File: src/rtl/imm_encoder.sv
// Immediate encoder: packs a 32-bit constant into the 24-bit immediate field
// for the data-processing, memory or branch class. Define IMM_FAST_SEARCH_EN
// to test two rotations per SEARCH cycle.
module imm_encoder #(
    parameter int ROT_STEPS = 16
) (
    input  logic        clk,
    input  logic        reset,
    input  logic        start,
    input  logic [31:0] value,
    input  logic [1:0]  imm_src,
    output logic        busy,
    output logic        done,
    output logic        valid,
    output logic [23:0] immediate
);

    typedef enum logic [1:0] {
        IDLE   = 2'd0,
        SEARCH = 2'd1,
        DONE   = 2'd2
    } state_e;

    localparam logic [3:0] ROT_LAST = 4'(ROT_STEPS - 1);

    state_e      state_q, state_d;
    logic [3:0]  rot_q, rot_d;
    logic [31:0] value_q, value_d;
    logic        valid_q, valid_d;
    logic [23:0] imm_q, imm_d;

    logic        accept;
    logic [31:0] t0;
    logic        hit0;
    logic        last;
    logic [3:0]  rot_step;
    logic        mem_ok;
    logic        br_ok;

    function automatic logic [31:0] rotl(input logic [31:0] v, input logic [4:0] sh);
        logic [63:0] w;
        w = {v, v} << sh;
        return w[63:32];
    endfunction

    assign accept = start && (state_q != SEARCH);
    assign mem_ok = (value[31:12] == 20'd0);
    assign br_ok  = (value[31:24] == {8{value[23]}});

    // Match when the rotated value fits in imm8; the expander rotates it back right.
    assign t0   = rotl(value_q, {rot_q, 1'b0});
    assign hit0 = (t0[31:8] == 24'd0);

`ifdef IMM_FAST_SEARCH_EN
    logic [3:0]  rot1;
    logic [31:0] t1;
    logic        hit1;

    // rot_q is always even here, so the odd partner is rot_q with bit 0 set.
    assign rot1     = {rot_q[3:1], 1'b1};
    assign t1       = rotl(value_q, {rot1, 1'b0});
    assign hit1     = (t1[31:8] == 24'd0);
    assign last     = (rot1 == ROT_LAST);
    assign rot_step = 4'd2;
`else
    assign last     = (rot_q == ROT_LAST);
    assign rot_step = 4'd1;
`endif

    always_comb begin
        state_d = state_q;
        rot_d   = rot_q;
        value_d = value_q;
        valid_d = valid_q;
        imm_d   = imm_q;
        case (state_q)
            SEARCH: begin
                if (hit0) begin
                    valid_d = 1'b1;
                    imm_d   = {12'd0, rot_q, t0[7:0]};
                    state_d = DONE;
`ifdef IMM_FAST_SEARCH_EN
                end else if (hit1) begin
                    valid_d = 1'b1;
                    imm_d   = {12'd0, rot1, t1[7:0]};
                    state_d = DONE;
`endif
                end else if (last) begin
                    valid_d = 1'b0;
                    imm_d   = 24'd0;
                    state_d = DONE;
                end else begin
                    rot_d = rot_q + rot_step;
                end
            end
            default: begin
                state_d = IDLE;
                if (accept) begin
                    case (imm_src)
                        2'd0: begin
                            state_d = SEARCH;
                            rot_d   = 4'd0;
                            value_d = value;
                        end
                        2'd1: begin
                            state_d = DONE;
                            valid_d = mem_ok;
                            imm_d   = mem_ok ? {12'd0, value[11:0]} : 24'd0;
                        end
                        2'd2: begin
                            state_d = DONE;
                            valid_d = br_ok;
                            imm_d   = br_ok ? value[23:0] : 24'd0;
                        end
                        default: begin
                            state_d = DONE;
                            valid_d = 1'b0;
                            imm_d   = 24'd0;
                        end
                    endcase
                end
            end
        endcase
    end

    always_ff @(posedge clk or posedge reset) begin
        if (reset) begin
            state_q <= IDLE;
            rot_q   <= 4'd0;
            value_q <= 32'd0;
            valid_q <= 1'b0;
            imm_q   <= 24'd0;
        end else begin
            state_q <= state_d;
            rot_q   <= rot_d;
            value_q <= value_d;
            valid_q <= valid_d;
            imm_q   <= imm_d;
        end
    end

    assign busy      = (state_q == SEARCH);
    assign done      = (state_q == DONE);
    assign valid     = valid_q;
    assign immediate = imm_q;

endmodule

File: config.mk
export PLATFORM = sky130hd
export DESIGN_NAME = imm_encoder
export DESIGN_NICKNAME = d
export VERILOG_FILES = /design/src/rtl/imm_encoder.sv
export SDC_FILE = /design/constraint.sdc
export NUM_CORES = 1
export LEC_CHECK = 0
export ABC_AREA = 1
export CAP_MARGIN = 25
export CORE_UTILIZATION = 59
export CTS_BUF_LIST = sky130_fd_sc_hd__clkbuf_4 sky130_fd_sc_hd__clkbuf_8
export CTS_CLUSTER_DIAMETER = 150
export CTS_CLUSTER_SIZE = 12
export DETAILED_ROUTE_END_ITERATION = 10
export PLACE_DENSITY = 0.83
export SYNTH_ARGS = -nofsm -noshare
export SYNTH_HDL_FRONTEND = slang
export SYNTH_SLANG_ARGS = --single-unit
File: constraint.sdc
create_clock -name clk -period 3.1 [get_ports clk]
set_input_delay 0.62 -clock clk [delete_from_list [all_inputs] [get_ports clk]]
set_output_delay 0.62 -clock clk [all_outputs]
set_load 0.005 [all_outputs]
==> impl_metrics.csv <==
group,metric,value,unit
outcome,status,"finished, final reports clean",
sta,setup_viol,0,
synth,synth_top_family_by_area,"simple AND/OR/NAND/NOR gates",
sta,max_slew.worst_pin.slew,0.680,ns
power,ir_drop,472,µV
clocking,cts_buffers,9,
cells_and_area,nets,801,
die,fp-row-count,32,
job,cap_violations,0,
detailed_routing,dr.pass1.iters,8,
synth,avgSynthCellArea,6.62,µm²
clocking,ctsResizeCount,0,
clocking,htree_levels,3,
clocking,clock_latency,0.34,ns
placement,dp_hpwl,10600,µm
detailed_routing,viasPerCell,5.80,
clocking,cts.clk_slew.worst_paths,0.07,ns
detailed_routing,ant_nets,0,
placement,routabilityCongestion,0.968,
sta,worst_slack,0.309,ns
global_route,grt_overflow,0,
synth,yosys_register_bits,63,
synth,syn_inst,707,
cells_and_area,diodes,0,
synth,syn_area,4680,µm²
synth,synthXorXnorAreaFrac,0.187,%
clocking,cts.path.max_buffers,2,
sta,holdWs,0.487,ns
worst_hold_path,hold_class,"reg2reg",
sta,fin_crit,2.79,ns
clocking,clock_sinks,63,
clocking,cts_tree,"done",
worst_setup_path,critPathMaxFanout,37,
sta,slew-limit-headroom,54.6,%
worst_setup_path,end_kind,"register",
sta,hold_viol,0,
cells_and_area,syn_to_final_growth,18.9,%
worst_setup_path,critical_path_class,"reg2reg",
synth,post_synth_and_or_nand_nor_area_fraction,45.1,%
global_route,grt_usage,36.0,%
die,io_pins,64,
sta,clock_skew,0.0144,ns
detailed_routing,drc_errors,0,
synth,synthDistinctLibCells,29,
global_route,grt_first_pass_wirelength,23200,µm
detailed_routing,routedWlPerCell,16.3,µm
placement,place.port_buffers,63,
sta,rsz0062_at_grt,"no",
power,p_leak,2.86,nW
sta,fin_crit_sh,90.0,%
sta,clock.fmax,358,MHz
synth,muxShareOfSynthArea,4.82,%
synth,synth_nets,748,
placement,preCtsSetupSlack,0.292,ns
power,powerDensity,588,nW/µm²
clocking,cts_setup_buffers,0,
synth,ys_seq_area_share,33.7,%
cells_and_area,layout-drive-gt1-share,10.2,%
worst_setup_path,worstPathRequired,3.31,ns
worst_setup_path,worst_r2r_path_depth,14,
synth,synth_fa_ha_area_share,1.07,%
detailed_routing,dr.first_iter.drc_count,524,
die,dieArea,8290,µm²
die,core_area,7690,µm²
worst_setup_path,worst_setup_path_start_kind,"register",
sta,tns,0,ns
die,die_width,91.0,µm
global_route,grt_pass1_vias,4700,
detailed_routing,dr_total_vias,5025,
die,initial_core_util,60.8,%
synth,synth_compound_area_share,6.29,%
detailed_routing,wl,14100,µm
synth,synth_warnings,0,
worst_setup_path,crit_arrival,3.00,ns
clocking,clockRootBuffer,"clkbuf_8",
clocking,hold_buffers,0,
global_route,grt_max_degree,38,
die,die_h,91.0,µm
worst_hold_path,hold_path_depth,2,
global_route,antenna_found_initial,0,
sta,maxSlewViolCount,0,
## cells in the final DEF (no fill, tap or decap), types with 2 or more instances in the layout
master	n
o21ai_0	29
nand3_1	129
clkdlybuf4s50_1	63
ha_1	4
a21oi_1	2
nand2_4	2
bufinv_16	2
dfrtp_1	63
nand2_1	287
buf_12	2
inv_2	3
o21ai_2	12
mux2_2	20
nor4_1	2
nor2_1	33
clkbuf_8	10
nand4_1	21
nand2_2	8
buf_4	13
and2_1	2
clkinv_2	2
nor3_1	2
inv_1	43
o21ai_1	3
## path summary, 6_finish.rpt
check / start / end / slack (ns)
max: rot_q[1]$_DFFE_PP0P_ / immediate[16]$_DFFE_PP0P_ / 0.31
min: immediate[20]$_DFFE_PP0P_ / immediate[20]$_DFFE_PP0P_ / 0.49
max reg2reg: rot_q[1]$_DFFE_PP0P_ / immediate[16]$_DFFE_PP0P_ / 0.31
min reg2reg: immediate[20]$_DFFE_PP0P_ / immediate[20]$_DFFE_PP0P_ / 0.49
max in group asynchronous: reset / value_q[14]$_DFFE_PP0P_ / 1.78
min in group asynchronous: reset / immediate[10]$_DFFE_PP0P_ / 0.70
## critical path, cell delays in order (launching register included)
cell,delay (ns)
dfrtp_1,0.39
inv_2,0.41
nand3_1,0.18
nand2_1,0.18
nand2_1,0.09
inv_1,0.06
nand2_1,0.05
nand2_1,0.08
nand3_1,0.11
nand2_2,0.27
nand3_4,0.19
nand2_4,0.11
nand2_4,0.26
nand2_1,0.20
o21ai_2,0.06
## final cells by class
class,count,area (µm²)
clock buffer,11,145
clock inverter,4,70.1
fill,618,2130
inverter,48,183
multi-input combinational,560,2690
sequential,63,1580
tap,102,128
timing repair buffer,78,768
## flip-flops by register name, indices dropped and copies added, names as in the netlist
name,cells
value_q,32
rot_q,4
state_q,2
immediate,24
valid,1
## cell usage after synthesis
cell type | count | area (µm²)
nor3b_1 | 1 | 7.51
nand4_1 | 21 | 131
inv_1 | 44 | 165
a21boi_4 | 1 | 18.8
inv_2 | 2 | 7.51
o21ai_0 | 29 | 145
inv_4 | 1 | 6.26
nor3_1 | 2 | 10.0
buf_1 | 1 | 3.75
nand2_4 | 2 | 22.5
mux2_2 | 20 | 225
dfrtp_1 | 63 | 1580
o21ai_1 | 3 | 15.0
o21ai_2 | 12 | 105
xor2_1 | 1 | 8.76
nor2_1 | 33 | 124
nand3_4 | 1 | 17.5
a21oi_1 | 2 | 10.0
buf_2 | 12 | 60.1
nand2_1 | 287 | 1080
and2_1 | 2 | 12.5
nand3_1 | 129 | 646
clkinv_1 | 1 | 3.75
buf_6 | 9 | 101
ha_1 | 4 | 50.1
clkbuf_1 | 11 | 41.3
nand2_2 | 8 | 50.1
buf_4 | 3 | 22.5
nor4_1 | 2 | 12.5
## through the flow
stage | total power [mW] | utilization (%) | cells | instance area, µm²
2_1_floorplan | 2.11 | - | 707 | 4680
3_3_place_gp | 2.42 | 69.5 | 851 | 5340
3_5_place_dp | 2.45 | 69.5 | 851 | 5340
4_1_cts | 3.24 | 72.3 | 866 | 5560
5_1_grt | 3.50 | 72.3 | 866 | 5560
6_report | 3.27 | 72.3 | 866 | 5560
## metal layers
| layer | part of all wire [%] | global-route usage, % |
|---|---|---|
| met3 | 8.0 | 5.86 |
| met1 | 42 | 49.0 |
| met2 | 46 | 56.9 |
| met5 | 0 | 0 |
| met4 | 3.4 | 15.2 |
## logic make-up (layout without fill, tap and decap cells)
group                    Yosys count  count (layout)
AND/OR/NAND/NOR                  488             488
buffers and inverters             84             141
flip-flops                        63              63
AO/OA/AOI/OAI                     47              47
multiplexers                      20              20
adder cells (fa/ha/maj)            4               4
XOR/XNOR                           1               1
## power by group
group | internal, mW | total, mW | switching [mW]
registers | 0.938 | 1.06 | 0.120
clock network | 0.477 | 0.789 | 0.313
logic | 0.472 | 1.42 | 0.947
total | 1.89 | 3.27 | 1.38
Power figures use the tool's default switching activity.
